$ cat config.mk
export PLATFORM = sky130hd
export DESIGN_NAME = fft_stage_ctrl
export DESIGN_NICKNAME = d
export VERILOG_FILES = /design/src/rtl/fft_stage_ctrl_pkg.sv /design/src/rtl/fft_addr_gen.sv /design/src/rtl/fft_stage_ctrl.sv
export SDC_FILE = /design/constraint.sdc
export NUM_CORES = 1
export LEC_CHECK = 0
export CAP_MARGIN = 20
export CORE_MARGIN = 2
export CORE_UTILIZATION = 53
export CTS_BUF_LIST = sky130_fd_sc_hd__clkbuf_4 sky130_fd_sc_hd__clkbuf_8
export DETAILED_ROUTE_END_ITERATION = 16
export PLACE_DENSITY = 0.9
export SLEW_MARGIN = 20
export SYNTH_ARGS = -nofsm -noshare
export SYNTH_HDL_FRONTEND = slang
export SYNTH_SLANG_ARGS = --single-unit
$ cat constraint.sdc
create_clock -name clk -period 3.5 [get_ports clk]
set_input_delay 0.875 -clock clk [delete_from_list [all_inputs] [get_ports clk]]
set_output_delay 0.875 -clock clk [all_outputs]
set_load 0.03 [all_outputs]
$ cat src/rtl/fft_stage_ctrl_pkg.sv
// Shared definitions for the in-place radix-2 DIT FFT sequencer:
// controller state encoding, default sizing and the stage-counter width helper.
package fft_stage_ctrl_pkg;

    localparam int unsigned DEF_LOG2N      = 4;
    localparam int unsigned DEF_BF_LATENCY = 4;

    typedef enum logic [2:0] {
        ST_IDLE,
        ST_READ,
        ST_CALC,
        ST_WAIT,
        ST_WRITE,
        ST_DONE
    } ctrl_state_t;

    function automatic int unsigned stage_width(input int unsigned log2n);
        return (log2n > 2) ? $clog2(log2n) : 1;
    endfunction

endpackage

$ cat src/rtl/fft_addr_gen.sv
// Combinational butterfly address map: (stage, butterfly) -> operand addresses A, B
// and twiddle index k for an in-place radix-2 DIT FFT.
module fft_addr_gen
    import fft_stage_ctrl_pkg::*;
#(
    parameter  int unsigned LOG2N = DEF_LOG2N,
    localparam int unsigned SW    = stage_width(LOG2N)
) (
    input  logic [SW-1:0]    stage,
    input  logic [LOG2N-2:0] bf_idx,
    output logic [LOG2N-1:0] addr_a,
    output logic [LOG2N-1:0] addr_b,
    output logic [LOG2N-2:0] tw_addr
);

    localparam logic [SW-1:0] TOP_STAGE = SW'(LOG2N - 1);

    logic [LOG2N-1:0] b_ext;
    logic [LOG2N-1:0] half;
    logic [LOG2N-1:0] pos;
    logic [LOG2N-1:0] grp;
    logic [SW-1:0]    tw_shift;

    always_comb begin
        b_ext    = {1'b0, bf_idx};
        half     = {{(LOG2N-1){1'b0}}, 1'b1} << stage;
        pos      = b_ext & (half - 1'b1);
        grp      = b_ext >> stage;
        // Shift in two steps so stage+1 never has to fit in the stage width.
        addr_a   = ((grp << stage) << 1) | pos;
        addr_b   = addr_a + half;
        tw_shift = TOP_STAGE - stage;
        tw_addr  = pos[LOG2N-2:0] << tw_shift;
    end

endmodule

$ cat src/rtl/fft_stage_ctrl.sv
// Sequencer for a single radix-2 butterfly unit: walks every butterfly of every
// stage, one in flight at a time, driving RAM/ROM addresses and strobes.
module fft_stage_ctrl
    import fft_stage_ctrl_pkg::*;
#(
    parameter  int unsigned LOG2N      = DEF_LOG2N,
    parameter  int unsigned BF_LATENCY = DEF_BF_LATENCY,
    localparam int unsigned SW         = stage_width(LOG2N)
) (
    input  logic             clk,
    input  logic             rst_n,
    input  logic             start,
    output logic             busy,
    output logic             done,
    output logic             rd_en,
    output logic [LOG2N-1:0] rd_addr_a,
    output logic [LOG2N-1:0] rd_addr_b,
    output logic [LOG2N-2:0] tw_addr,
    output logic             bf_start,
    output logic             wr_en,
    output logic [LOG2N-1:0] wr_addr_a,
    output logic [LOG2N-1:0] wr_addr_b,
    output logic [SW-1:0]    stage,
    output logic [LOG2N-2:0] bf_idx
);

    localparam int unsigned   CW        = $clog2(BF_LATENCY + 1);
    localparam logic [SW-1:0] LAST_STG  = SW'(LOG2N - 1);
    localparam logic [CW-1:0] WAIT_LOAD = CW'(BF_LATENCY);
    localparam logic [CW-1:0] WAIT_LAST = CW'(1);

    ctrl_state_t state, state_next;

    logic [CW-1:0]    wait_cnt;
    logic             load_bf;
    logic [SW-1:0]    stage_next;
    logic [LOG2N-2:0] bf_next;
    logic [LOG2N-1:0] gen_a;
    logic [LOG2N-1:0] gen_b;
    logic [LOG2N-2:0] gen_k;

    // Addresses are computed for the butterfly about to be issued and
    // captured on entry to READ, so they stay stable for the whole butterfly.
    fft_addr_gen #(
        .LOG2N (LOG2N)
    ) u_addr_gen (
        .stage   (stage_next),
        .bf_idx  (bf_next),
        .addr_a  (gen_a),
        .addr_b  (gen_b),
        .tw_addr (gen_k)
    );

    always_ff @(posedge clk or negedge rst_n) begin
        if (!rst_n) begin
            state <= ST_IDLE;
        end else begin
            state <= state_next;
        end
    end

    always_comb begin
        state_next = state;
        load_bf    = 1'b0;
        stage_next = stage;
        bf_next    = bf_idx;
        busy       = 1'b0;
        done       = 1'b0;
        rd_en      = 1'b0;
        bf_start   = 1'b0;
        wr_en      = 1'b0;

        unique case (state)
            ST_IDLE: begin
                if (start) begin
                    state_next = ST_READ;
                    load_bf    = 1'b1;
                    stage_next = '0;
                    bf_next    = '0;
                end
            end
            ST_READ: begin
                busy       = 1'b1;
                rd_en      = 1'b1;
                state_next = ST_CALC;
            end
            ST_CALC: begin
                busy       = 1'b1;
                bf_start   = 1'b1;
                state_next = ST_WAIT;
            end
            ST_WAIT: begin
                busy = 1'b1;
                if (wait_cnt == WAIT_LAST) begin
                    state_next = ST_WRITE;
                end
            end
            ST_WRITE: begin
                busy  = 1'b1;
                wr_en = 1'b1;
                if (bf_idx != '1) begin
                    state_next = ST_READ;
                    load_bf    = 1'b1;
                    bf_next    = bf_idx + 1'b1;
                end else if (stage != LAST_STG) begin
                    state_next = ST_READ;
                    load_bf    = 1'b1;
                    bf_next    = '0;
                    stage_next = stage + 1'b1;
                end else begin
                    state_next = ST_DONE;
                end
            end
            ST_DONE: begin
                done       = 1'b1;
                state_next = ST_IDLE;
            end
            default: begin
                state_next = ST_IDLE;
            end
        endcase
    end

    always_ff @(posedge clk or negedge rst_n) begin
        if (!rst_n) begin
            stage     <= '0;
            bf_idx    <= '0;
            rd_addr_a <= '0;
            rd_addr_b <= '0;
            tw_addr   <= '0;
            wr_addr_a <= '0;
            wr_addr_b <= '0;
            wait_cnt  <= '0;
        end else begin
            if (load_bf) begin
                stage     <= stage_next;
                bf_idx    <= bf_next;
                rd_addr_a <= gen_a;
                rd_addr_b <= gen_b;
                tw_addr   <= gen_k;
            end
            if (state == ST_CALC) begin
                wait_cnt  <= WAIT_LOAD;
                wr_addr_a <= rd_addr_a;
                wr_addr_b <= rd_addr_b;
            end else if (state == ST_WAIT) begin
                wait_cnt <= wait_cnt - 1'b1;
            end
        end
    end

endmodule

==> key figures <==
Run status
  – Status: complete, no violations

Logic synthesis
  – Cell accounting for the most synthesized area: dfrtp_1
  – Cell variety after synth: 46
  – Ys Warns: 0
  – Synthesized Nets: 172
  – Top-area cell type share of the netlist area: 45.9%
  – Post-synthesis mux area share: around 7%
  – Yosys reg bits: 30
  – Post-synth ARST share: 100%
  – Post-synthesis instance total: approximately 160
  – XOR/XNOR Fraction of Synth Area: 1.61%
  – Post-synthesis sequential area ratio: a little under half
  – Post-synthesis compound-gate area fraction: 15.9%
  – Post-synthesis simple-gate area fraction: between 10% and 20%
  – Largest family of logic cells by synthesized area: simple AND/OR/NAND/NOR gates
  – Synth Flop Type: dfrtp_1
  – Post-synthesis adder-cell area fraction: 6.58%
  – Mapped Avg Cell Area: between 10 and 15 µm²
  – Top cells by area, synth: dfrtp_1 (46%), mux2_2 (6.2%), ha_1 (5.4%), nand2_1 (3.9%), inv_1 (2.5%)
  – Cell area after synthesis: 0.00164 mm²
  – EDFF count, synth: 0

Critical path
  – WS Path Type: register to primary output
  – Worst endpoint required time: 2620 ps
  – Critical path capture point type: primary output
  – Worst Path Arrival: roughly 2200 ps
  – Crit path max fanout: 16
  – CP Launch Type: register

Drt
  – Via count: 1354
  – DR WL/cell: 16.0 µm
  – Drt drc: 0
  – Via-to-Cell Ratio: 5.91
  – Post-Route WL: 3670 µm
  – Drt pass-1 iters: 6
  – Antenna-violating nets left: 0
  – DRT iter0 DRCs: between 60 and 70

Clocking
  – Clock latency on the worst-skew pair: 330 ps
  – Root Buffer Master: clkbuf_4
  – Clk slew on worst S/H paths: roughly 90 ps
  – CTS tree: built
  – Num CTS Buffers: 5
  – Num Clock Sinks: 30
  – Clock buffer depth: 2
  – Hold Buf Count CTS: 0
  – PostCTS Resize Cnt: 0
  – # H-tree levels: 2
  – Postcts setup bufs: 0

Flow run
  – Max-cap violations: 0

Timing
  – Setup ws final: 474 ps
  – Setup TNS: 0 ps
  – Fmax: around 0.33 GHz
  – Final Cycle Share: 86.5%
  – Clock period minus worst slack: slightly above 3000 ps
  – Worst Clk Skew: 5.27 ps
  – Max-slew violation count: 0
  – Hold Vio Cnt, Final: 0
  – RSZ-0062 raised after global routing: no
  – Slew HR: 48.6%
  – Worst-Margin Slew: between 700 and 800 ps
  – Final setup vio count: 0

GRT
  – First-pass GRT wire length: 5980 µm
  – Initial antenna violation count: 0
  – Largest net degree at the start of global routing: 31
  – GRT overflow: 0
  – Gr usage total: 23.0%
  – Vias in the first global route: between 1000 and 1500

Die
  – DIE AREA: approximately 0.0035 mm²
  – DIE HEIGHT: 59.5 µm
  – I/O pin cnt: 32
  – Initial cell density of the core: 54.5%
  – Die extent in x: 59.5 µm
  – Core ar.: around 0.003 mm²
  – Row count: 20

Final layout
  – Fin nets: 206
  – Share of cells above drive strength 1: 14.8%
  – Diode count: 0
  – Synth-to-layout area growth: 25.6%

Placement
  – Hpwl dp: roughly 2600 µm
  – Gpl congestion: roughly 0.92
  – Dpl ws: around 390 ps
  – Port Buf Inserts: 31

Power
  – P_leak: slightly below 0.9 nW
  – PD cells: 321 mW/mm²
  – Peak supply drop: 204 µV

Hold path
  – Hold Crit Class: register to register
-- worst max-delay path, cell delays in order (launching register included) --
cell and delay, ps:
dfrtp_1 630, or3b_4 460, inv_1 70, clkdlybuf4s50_1 660
-- layer usage --
layer | GRT usage, % | part of all wire (%) | vias to the layer above
met5 | 0 | 0 | -
met4 | 15.2 | 3.3 | 0
met3 | 5.90 | 4.9 | 15
met2 | 34.5 | 49 | 58
met1 | 29.2 | 42 | 651
li1 | - | - | 630
-- power breakdown --
part / switching (mW) / internal [mW]
combinational: 0.0155 / 0.00914
clock: 0.118 / 0.167
sequential: 0.00134 / 0.349
total: 0.135 / 0.525
-- metrics by stage --
step	cells	power, mW	util, %	hold slack (ps)	instance area, µm²
5_1_grt	229	0.684	68.4	532	2050
2_1_floorplan	161	0.366	-	478	1640
3_3_place_gp	221	0.382	65.7	473	1970
4_1_cts	229	0.667	68.4	504	2050
6_report	229	0.660	68.4	494	2050
3_5_place_dp	221	0.382	65.7	478	1970
-- cell type report --
cell class / count / area [µm²]
timing repair buffer: 34 / 333
multi-input combinational: 113 / 806
sequential: 30 / 751
inverter: 11 / 41.3
tap: 33 / 41.3
clock inverter: 1 / 30.0
clock buffer: 7 / 52.6
fill: 238 / 948
-- cells by family after synthesis --
group | count (synthesis)
flip-flops | 30
AO/OA/AOI/OAI | 38
other | 1
AND/OR/NAND/NOR | 53
multiplexers | 10
XOR/XNOR | 3
adder cells (fa/ha/maj) | 8
buffers and inverters | 18
-- path summary, 6_finish.rpt --
check	from	to	slack, ps	cells past startpoint
worst max-delay path	state[2]$_DFFE_PN0P_	wr_en	470	3
worst min-delay path	tw_addr[0]$_DFFE_PN0P_	tw_addr[0]$_DFFE_PN0P_	490	2
worst max register to register	bf_idx[0]$_DFFE_PN0P_	rd_addr_b[3]$_DFFE_PN0P_	700	10
worst min register to register	tw_addr[0]$_DFFE_PN0P_	tw_addr[0]$_DFFE_PN0P_	490	2
max in group asynchronous	rst_n	wr_addr_b[2]$_DFFE_PN0P_	2300	2
min in group asynchronous	rst_n	wr_addr_a[0]$_DFFE_PN0P_	920	2
-- sequential cells by signal, indices dropped and copies added, names as in the netlist --
signal     count
rd_addr_a      4
rd_addr_b      4
wr_addr_a      4
wr_addr_b      4
bf_idx         3
state          3
tw_addr        3
wait_cnt       3
stage          2
-- layout by cell type (no fill, tap or decap), types with 2 or more instances in the layout --
cell type and count:
inv_1 11, dfrtp_1 30, ha_1 7, a22oi_1 2, a211oi_1 2, o21ai_1 6, nand2b_1 3, a21oi_1 8
nand3_1 2, nor2_1 9, xor2_1 2, clkdlybuf4s50_1 31, a31oi_1 2, or3b_1 2, o31ai_1 4, o21ai_0 7
nand2_1 17, or2_2 2, buf_4 3, clkbuf_4 7, mux2_2 9, and2_1 3, nor3_1 3
-- synthesized netlist by cell type, types with 2 or more instances --
cell type / instances
dfrtp_1: 30
nand2_1: 17
inv_1: 11
mux2_2: 9
nor2_1: 9
a21oi_1: 8
ha_1: 7
o21ai_0: 7
o21ai_1: 6
o31ai_1: 4
and2_1: 3
buf_2: 3
clkbuf_1: 3
nand2b_1: 3
nor3_1: 3
a211oi_1: 2
a22oi_1: 2
a31oi_1: 2
nand3_1: 2
or2_2: 2
or3b_1: 2
xor2_1: 2
No activity file was read; power rests on OpenSTA's default activity.
